## config.mk

```make
export PLATFORM = sky130hd
export DESIGN_NAME = raw_readout
export DESIGN_NICKNAME = d
export VERILOG_FILES = /design/src/rtl/raw_readout.sv
export SDC_FILE = /design/constraint.sdc
export NUM_CORES = 2
export LEC_CHECK = 0
export ABC_AREA = 0
export CAP_MARGIN = 15
export CORE_AREA = 2 2 281 283
export DETAILED_ROUTE_END_ITERATION = 6
export DIE_AREA = 0 0 283 285
export GPL_TIMING_DRIVEN = 0
export HOLD_SLACK_MARGIN = 0.15
export PLACE_DENSITY = 0.81
export SYNTH_ARGS = -nofsm -noshare
export SYNTH_HDL_FRONTEND = slang
export SYNTH_SLANG_ARGS = --single-unit
export TNS_END_PERCENT = 100
```

## constraint.sdc

```tcl
create_clock -name clk -period 7.9 [get_ports clk]
set_input_delay 1.58 -clock clk [delete_from_list [all_inputs] [get_ports clk]]
set_output_delay 1.58 -clock clk [all_outputs]
set_load 0.01 [all_outputs]
```

## src/rtl/raw_readout.sv

```systemverilog
// Reader side of the raw hit memory: fetches one event window bin by bin and
// streams it as OW-bit words framed by a header and a trailer.
module raw_readout #(
  parameter int DW = 672,
  parameter int OW = 16
) (
  input  logic          clk,
  input  logic          rst_n,
  input  logic          ev_valid,
  input  logic [7:0]    ev_addr,
  output logic          ev_ready,
  input  logic [7:0]    wblock,
  output logic [7:0]    adr,
  input  logic [DW-1:0] dr,
  output logic [7:0]    adb,
  output logic [OW-1:0] ro_data,
  output logic          ro_valid,
  input  logic          ro_ready,
  output logic          ro_last,
  output logic          busy
);

  localparam int NW = DW / OW;
  localparam int WW = $clog2(NW);

  typedef enum logic [2:0] {IDLE, HDR, ADDR, LOAD, SHIFT, TRL} state_e;

  state_e        state_q, state_d;
  logic [7:0]    base_q, base_d;
  logic [7:0]    nbins_q, nbins_d;
  logic [7:0]    bin_q, bin_d;
  logic [7:0]    adr_q, adr_d;
  logic [7:0]    adb_q, adb_d;
  logic [WW-1:0] word_q, word_d;
  logic [DW-1:0] sr_q, sr_d;
  logic [OW-1:0] data_q, data_d;
  logic          valid_q, valid_d;
  logic          last_q, last_d;

  logic [13:0]   wcount;
  logic [OW-1:0] trailer;
  logic          hs;

  assign wcount  = 14'(nbins_q) * 14'(NW);
  assign trailer = OW'({2'b11, wcount});
  assign hs      = valid_q & ro_ready;

  // Output words are registered, so every transition that presents a new word
  // loads data_d/valid_d on the same edge that enters the presenting state.
  always_comb begin
    state_d = state_q;
    base_d  = base_q;
    nbins_d = nbins_q;
    bin_d   = bin_q;
    adr_d   = adr_q;
    adb_d   = adb_q;
    word_d  = word_q;
    sr_d    = sr_q;
    data_d  = data_q;
    valid_d = valid_q;
    last_d  = last_q;
    unique case (state_q)
      IDLE: begin
        if (ev_valid) begin
          base_d  = ev_addr;
          nbins_d = wblock;
          bin_d   = '0;
          word_d  = '0;
          data_d  = OW'({4'hA, 4'h0, wblock});
          valid_d = 1'b1;
          state_d = HDR;
        end
      end
      HDR: begin
        if (hs) begin
          if (nbins_q == 8'd0) begin
            data_d  = trailer;
            last_d  = 1'b1;
            state_d = TRL;
          end else begin
            valid_d = 1'b0;
            adr_d   = base_q + bin_q;
            state_d = ADDR;
          end
        end
      end
      ADDR: state_d = LOAD;
      LOAD: begin
        sr_d    = dr;
        data_d  = dr[OW-1:0];
        valid_d = 1'b1;
        state_d = SHIFT;
      end
      SHIFT: begin
        if (hs) begin
          sr_d   = sr_q >> OW;
          data_d = sr_q[2*OW-1:OW];
          word_d = word_q + WW'(1);
          if (word_q == WW'(NW - 1)) begin
            word_d = '0;
            if (bin_q + 8'd1 == nbins_q) begin
              data_d  = trailer;
              last_d  = 1'b1;
              state_d = TRL;
            end else begin
              valid_d = 1'b0;
              bin_d   = bin_q + 8'd1;
              adr_d   = base_q + bin_q + 8'd1;
              state_d = ADDR;
            end
          end
        end
      end
      TRL: begin
        if (hs) begin
          adb_d   = base_q + nbins_q;
          valid_d = 1'b0;
          last_d  = 1'b0;
          state_d = IDLE;
        end
      end
      default: state_d = IDLE;
    endcase
  end

  always_ff @(posedge clk or negedge rst_n) begin
    if (!rst_n) begin
      state_q <= IDLE;
      base_q  <= '0;
      nbins_q <= '0;
      bin_q   <= '0;
      adr_q   <= '0;
      adb_q   <= '0;
      word_q  <= '0;
      sr_q    <= '0;
      data_q  <= '0;
      valid_q <= 1'b0;
      last_q  <= 1'b0;
    end else begin
      state_q <= state_d;
      base_q  <= base_d;
      nbins_q <= nbins_d;
      bin_q   <= bin_d;
      adr_q   <= adr_d;
      adb_q   <= adb_d;
      word_q  <= word_d;
      sr_q    <= sr_d;
      data_q  <= data_d;
      valid_q <= valid_d;
      last_q  <= last_d;
    end
  end

  assign ev_ready = (state_q == IDLE);
  assign busy     = (state_q != IDLE);
  assign adr      = adr_q;
  assign adb      = adb_q;
  assign ro_data  = data_q;
  assign ro_valid = valid_q;
  assign ro_last  = last_q;

endmodule

```

======== Word-level counts from Yosys, hierarchy flattened ========
Cells that the tools add are included.
storage, ports and cells
  bits in registers ....................... 739
  bits of input ports ..................... 692
  output and inout bits ................... 36
  logic and storage cells ................. 99
operators by class
  add/sub/neg operators ................... 5
  $mul .................................... 1
  equal/unequal tests ..................... 16
  multiplexer cells ....................... 46
  bitwise gates (word level) .............. 1
  reductions and logical operators ........ 19
operators by type and width
  operator                                             number
  case mux 672 bit (2 select lines)                    1
  2-to-1 mux 672 bit                                   1
  2-to-1 mux 16 bit                                    6
  2-to-1 mux 8 bit                                     9
  case mux 16 bit (4 select lines)                     1
  case mux 8 bit (2 select lines)                      2
  2-to-1 mux 3 bit                                     7
  2-to-1 mux 6 bit                                     3
  != test 2 bit, second input constant                 9
  case mux 3 bit (6 select lines)                      1
  adder 8 x 1 -> 8 bit, second input constant          2
  adder 8 bit                                          2
  AND reduction 5 bit                                  3
  multiplier 8 x 5 -> 13 bit, second input constant    1
  2-to-1 mux 1 bit                                     12
  case mux 6 bit (2 select lines)                      1
  equality test 8 bit                                  1
  logical NOT 8 bit                                    1
  AND reduction 8 bit                                  1
  AND reduction 7 bit                                  1
  adder 6 x 1 -> 6 bit, second input constant          1
  equality test 3 x 2 -> 1 bit, second input constant  2
  equality test 3 bit, second input constant           2
  equality test 6 bit, second input constant           1
  12 further kinds                                     17

======== Longest topological paths before layout ========
  depth after elaboration ................. 6
  mapped depth ............................ 13
  gate-level depth less buffers ........... 13

======== Least setup slack after synthesis ========
OpenSTA, ideal clock, no wires.
  path type ............................... reg2reg
  start point ............................. register nbins_q[3]
  end point ............................... register data_q[13] (netlist: ro_data[13])
  library setup time ...................... 0.121 ns
  arrival ................................. 3.236 ns
  data required time ...................... 7.779 ns
  slack ................................... 4.542 ns
  cell stages (with the launch flop) ...... 13
  clock period less this slack ............ 3.358 ns
  cell sequence ........................... dfrtp_1 > ha_1 > ha_1 > inv_1 > fa_1 > inv_1 > ha_1 > a41oi_1 > o21ai_0 > o31ai_1 > mux2i_1 > or4_1 > o2bb2ai_1
between the ends
  cells in the longest elaborated chain, start to end .. 5
RTL lines
  what                                                                      RTL line  source
  from (decl)                                                               30        logic [7:0] nbins_q, nbins_d;
  from (signal assigned)                                                    142       nbins_q <= nbins_d;
  multiplier 8 x 5 -> 13 bit / equality test 8 bit (equally long branches)  44, 101
  2-to-1 mux 16 bit                                                         101       if (bin_q + 8'd1 == nbins_q) begin
  2-to-1 mux 16 bit                                                         99        if (word_q == WW'(NW - 1)) begin
  2-to-1 mux 16 bit                                                         95        if (hs) begin
  case mux 16 bit (4 select lines)                                          62        unique case (state_q)
  to (signal assigned)                                                      148       data_q <= data_d;
  to (decl)                                                                 36        logic [OW-1:0] data_q, data_d;
Parallel ways exist; a longest one is shown, timed or not. The select of a mux whose other input is x is not followed.
A chain may end at the register's enable or synchronous reset.

======== Final worst setup path ========
  start point ............................. input ro_ready
  end point ............................... register sr_q[17]
between the ends
  cells in the longest elaborated chain, start to end .. 3
RTL lines
  what                           RTL line  source
  from (decl)                    18        input logic ro_ready,
  AND 1 bit                      46        assign hs = valid_q & ro_ready;
  != test 2 bit (no line)        -
  AND reduction 2 bit (no line)  -
  to (signal assigned)           147       sr_q <= sr_d;
  to (decl)                      35        logic [DW-1:0] sr_q, sr_d;
No other way between the ends.

==> metrics.cfg <==
[status]
status=complete, but fails checks
violations=design-rule violations

[synthesis]
syn_avg_cell_area_sq_um=8.28
synth_warnings=0
syn_area_sq_um=34000
syn_nets=4843
synth_enable_flop_cells=0
ys_seq_area_frac=0.533
syn_inst=4102
yosysTopAreaCellShare=0.533
synthDistinctLibCells=64
ys_seq_elements=723
synth_area_leader_cell=dfrtp_1
ys.flop_type=dfrtp_1
synthArstFlopShare=1.00
yosys-top-cells-area=dfrtp_1 (53%), nand2_1 (15%), a31oi_1 (12%), nor2_1 (7.5%), clkbuf_1 (2.6%)

[setup_path]
path_class=in -> reg
r2r_end=sr_q[327]
reg2reg_setup_slack_ns=3.84
r2r_start=state_q[1]
r2r_cells=8
crit_fanout=10
crit_required_ns=8.36
crit_arrival_ns=4.56
endpoint_kind=register
start_kind=primary input

[power_and_ir_drop]
p_leak_nw=18.1
peakVddDrop_uv=127
finalPower_mw=8.06
powerDensity_nw_per_um2=177

[route]
drt_pre_antenna_iters=7
wl_um=128000
drt_iter0_markers=3508
num_vias=34168
post_drt_wl_per_cell_um=21.1
ant_nets=0
routed_via_density=5.64
drcViolationCount=1

[clock_network]
cts_buffers=76
ctsHoldBuffers=0
path_clk_slew_ns=0.06
cts_sinks=723
cts_max_path_buffers=3
cts_resized=0
cts_tree=built
clk_latency_ns=0.63
cts_root_buffer=clkbuf_16
cts_max_level=3
postCtsSetupRepairBufs=0

[placed_design]
place_inst=5886
place_congestion=1.03
post_dp_cell_area_sq_um=42700
pre_cts_slack_ns=3.19
io_buffers=727
dpl.hpwl_um=98000

[sta]
rsz0062_at_grt=false
hold_viol_final=0
whs_ns=0.485
post-route-min-period_ns=4.10
finalMaxSlewViolations=0
worst_slack_ns=3.80
skew_ns=0.0242
finalSetupViolations=0
setup_tns_ns=0
fmax_mhz=244
slew_headroom=0.255
fin_crit_sh=0.519
tightest_slew_ns=1.12

[finish]
fillers=6781
final_nets=5655
final_core_util=0.583
layoutNonFillerInstCount=6054
fin_area_sq_um=45500
drive_gt1_frac=0.0436
syn2layout_area_growth_pct=33.9

[hold_path]
hold_end=adb[2]
hold_class=reg -> reg
holdPathStages=2
hp-start=adb[2]

[global_routing]
grt_pass1_wl_um=193000
grt_pass1_vias=33503
grt_max_degree=122
grt_usage=0.309
antenna_found_initial=46
gr-total-overflow=0

[job]
maxCapViolCount=0

[die]
start_util=0.436
die_width_um=283
core-area_sq_um=78000
die_area_sq_um=80700
ios=728
die_h_um=285
rows=103

-- layout make-up --
type,instances,area [sq um],share of cell area
multi-input cells,3046,14500,0.320
repair buffers,734,7470,0.164
inverters,24,90.1,0.00198
flip-flops and latches,723,18100,0.398
clock inverters,34,442,0.00971
plain buffers,309,1250,0.0274
clock buffers,105,2200,0.0484
diodes,29,72.6,0.00160
well taps,1050,1310,0.0289
-- cell usage after synthesis, drive strengths merged (3+ instances only) --
cell type / number
nand2: 1382
dfrtp: 723
nor2: 680
a31oi: 651
clkbuf: 239
buf: 70
o21ai: 53
ha: 44
a21oi: 29
inv: 22
xnor2: 20
a22o: 18
xor2: 17
mux2i: 16
nand3: 12
nor3: 10
a21o: 8
o31ai: 8
mux2: 7
o21bai: 7
and2: 6
nand2b: 6
a211oi: 5
fa: 5
nand3b: 5
a211o: 4
nor2b: 4
o211ai: 4
o22ai: 4
and3: 3
and4: 3
nand4: 3
nor4: 3
or3: 3
or4: 3
-- layout by cell type, fill, tap and decap left out, types with 9 or more instances in the layout --
cell type and instances:
inv_1 22, clkbuf_1 250, o21ai_0 50, clkinv_2 15, buf_2 64, nand2_1 1382, nor2_1 680, nand3_1 12
ha_1 44, nor3_1 9, xor2_1 17, mux2i_1 16, a22o_1 18, xnor2_1 20, clkdlybuf4s50_1 726, diode_2 29
a31oi_1 651, dfrtp_1 723, clkbuf_8 17, a21oi_1 29, clkbuf_16 77
-- power by group --
| part | internal [mW] | total, mW | leakage (nW) | switching [mW] |
|---|---|---|---|---|
| Combinational | 0.333 | 0.572 | 10.0 | 0.238 |
| Clock | 2.20 | 3.79 | 1.29 | 1.59 |
| Sequential | 3.70 | 3.70 | 6.73 | 0 |
| Total | 6.24 | 8.06 | 18.1 | 1.82 |
-- worst max-delay path: stages --
cell             delay, ns
clkdlybuf4s50_1       0.53
and2_1                0.31
nand2_1               0.19
nand2_1               0.14
buf_2                 0.42
clkbuf_1              0.62
clkbuf_1              0.57
a31oi_1               0.18
-- state kept, by name, indices dropped and copies added, names as in the netlist --
| name | count |
|---|---|
| ro_data | 16 |
| sr_q | 656 |
| ro_valid | 1 |
| nbins_q | 8 |
| adb | 8 |
| ro_last | 1 |
| word_q | 6 |
| adr | 8 |
| bin_q | 8 |
| base_q | 8 |
| state_q | 3 |
-- layer usage --
| layer | track usage | up-vias | part of all wire |
|---|---|---|---|
| met3 | 0.0650 | 405 | 0.090 |
| met5 | 0 | - | 0.0016 |
| li1 | - | 15491 | - |
| met4 | 0.167 | 34 | 0.054 |
| met1 | 0.395 | 16383 | 0.39 |
| met2 | 0.494 | 1855 | 0.47 |
-- worst max-delay path by stage --
| stage | from | endpoint | cells past startpoint |
|---|---|---|---|
| detailed placement | ro_ready | sr_q[17] | 8 |
| global placement | rst_n | sr_q[522] | 1 |
| global route | ro_ready | sr_q[22] | 8 |
| finish | ro_ready | sr_q[17] | 8 |
| floorplan | nbins_q[3] | ro_data[13] | 12 |
| CTS | ro_ready | sr_q[22] | 8 |
-- cell families after synthesis --
group / after synthesis / share of synthesized area
mux: 23 / 0.00704
flops: 723 / 0.533
buf+inv: 333 / 0.0394
xor+xnor: 38 / 0.0102
compound gates: 811 / 0.152
fa+ha+maj: 49 / 0.0192
simple gates: 2125 / 0.240
Power figures use the tool's default switching activity.
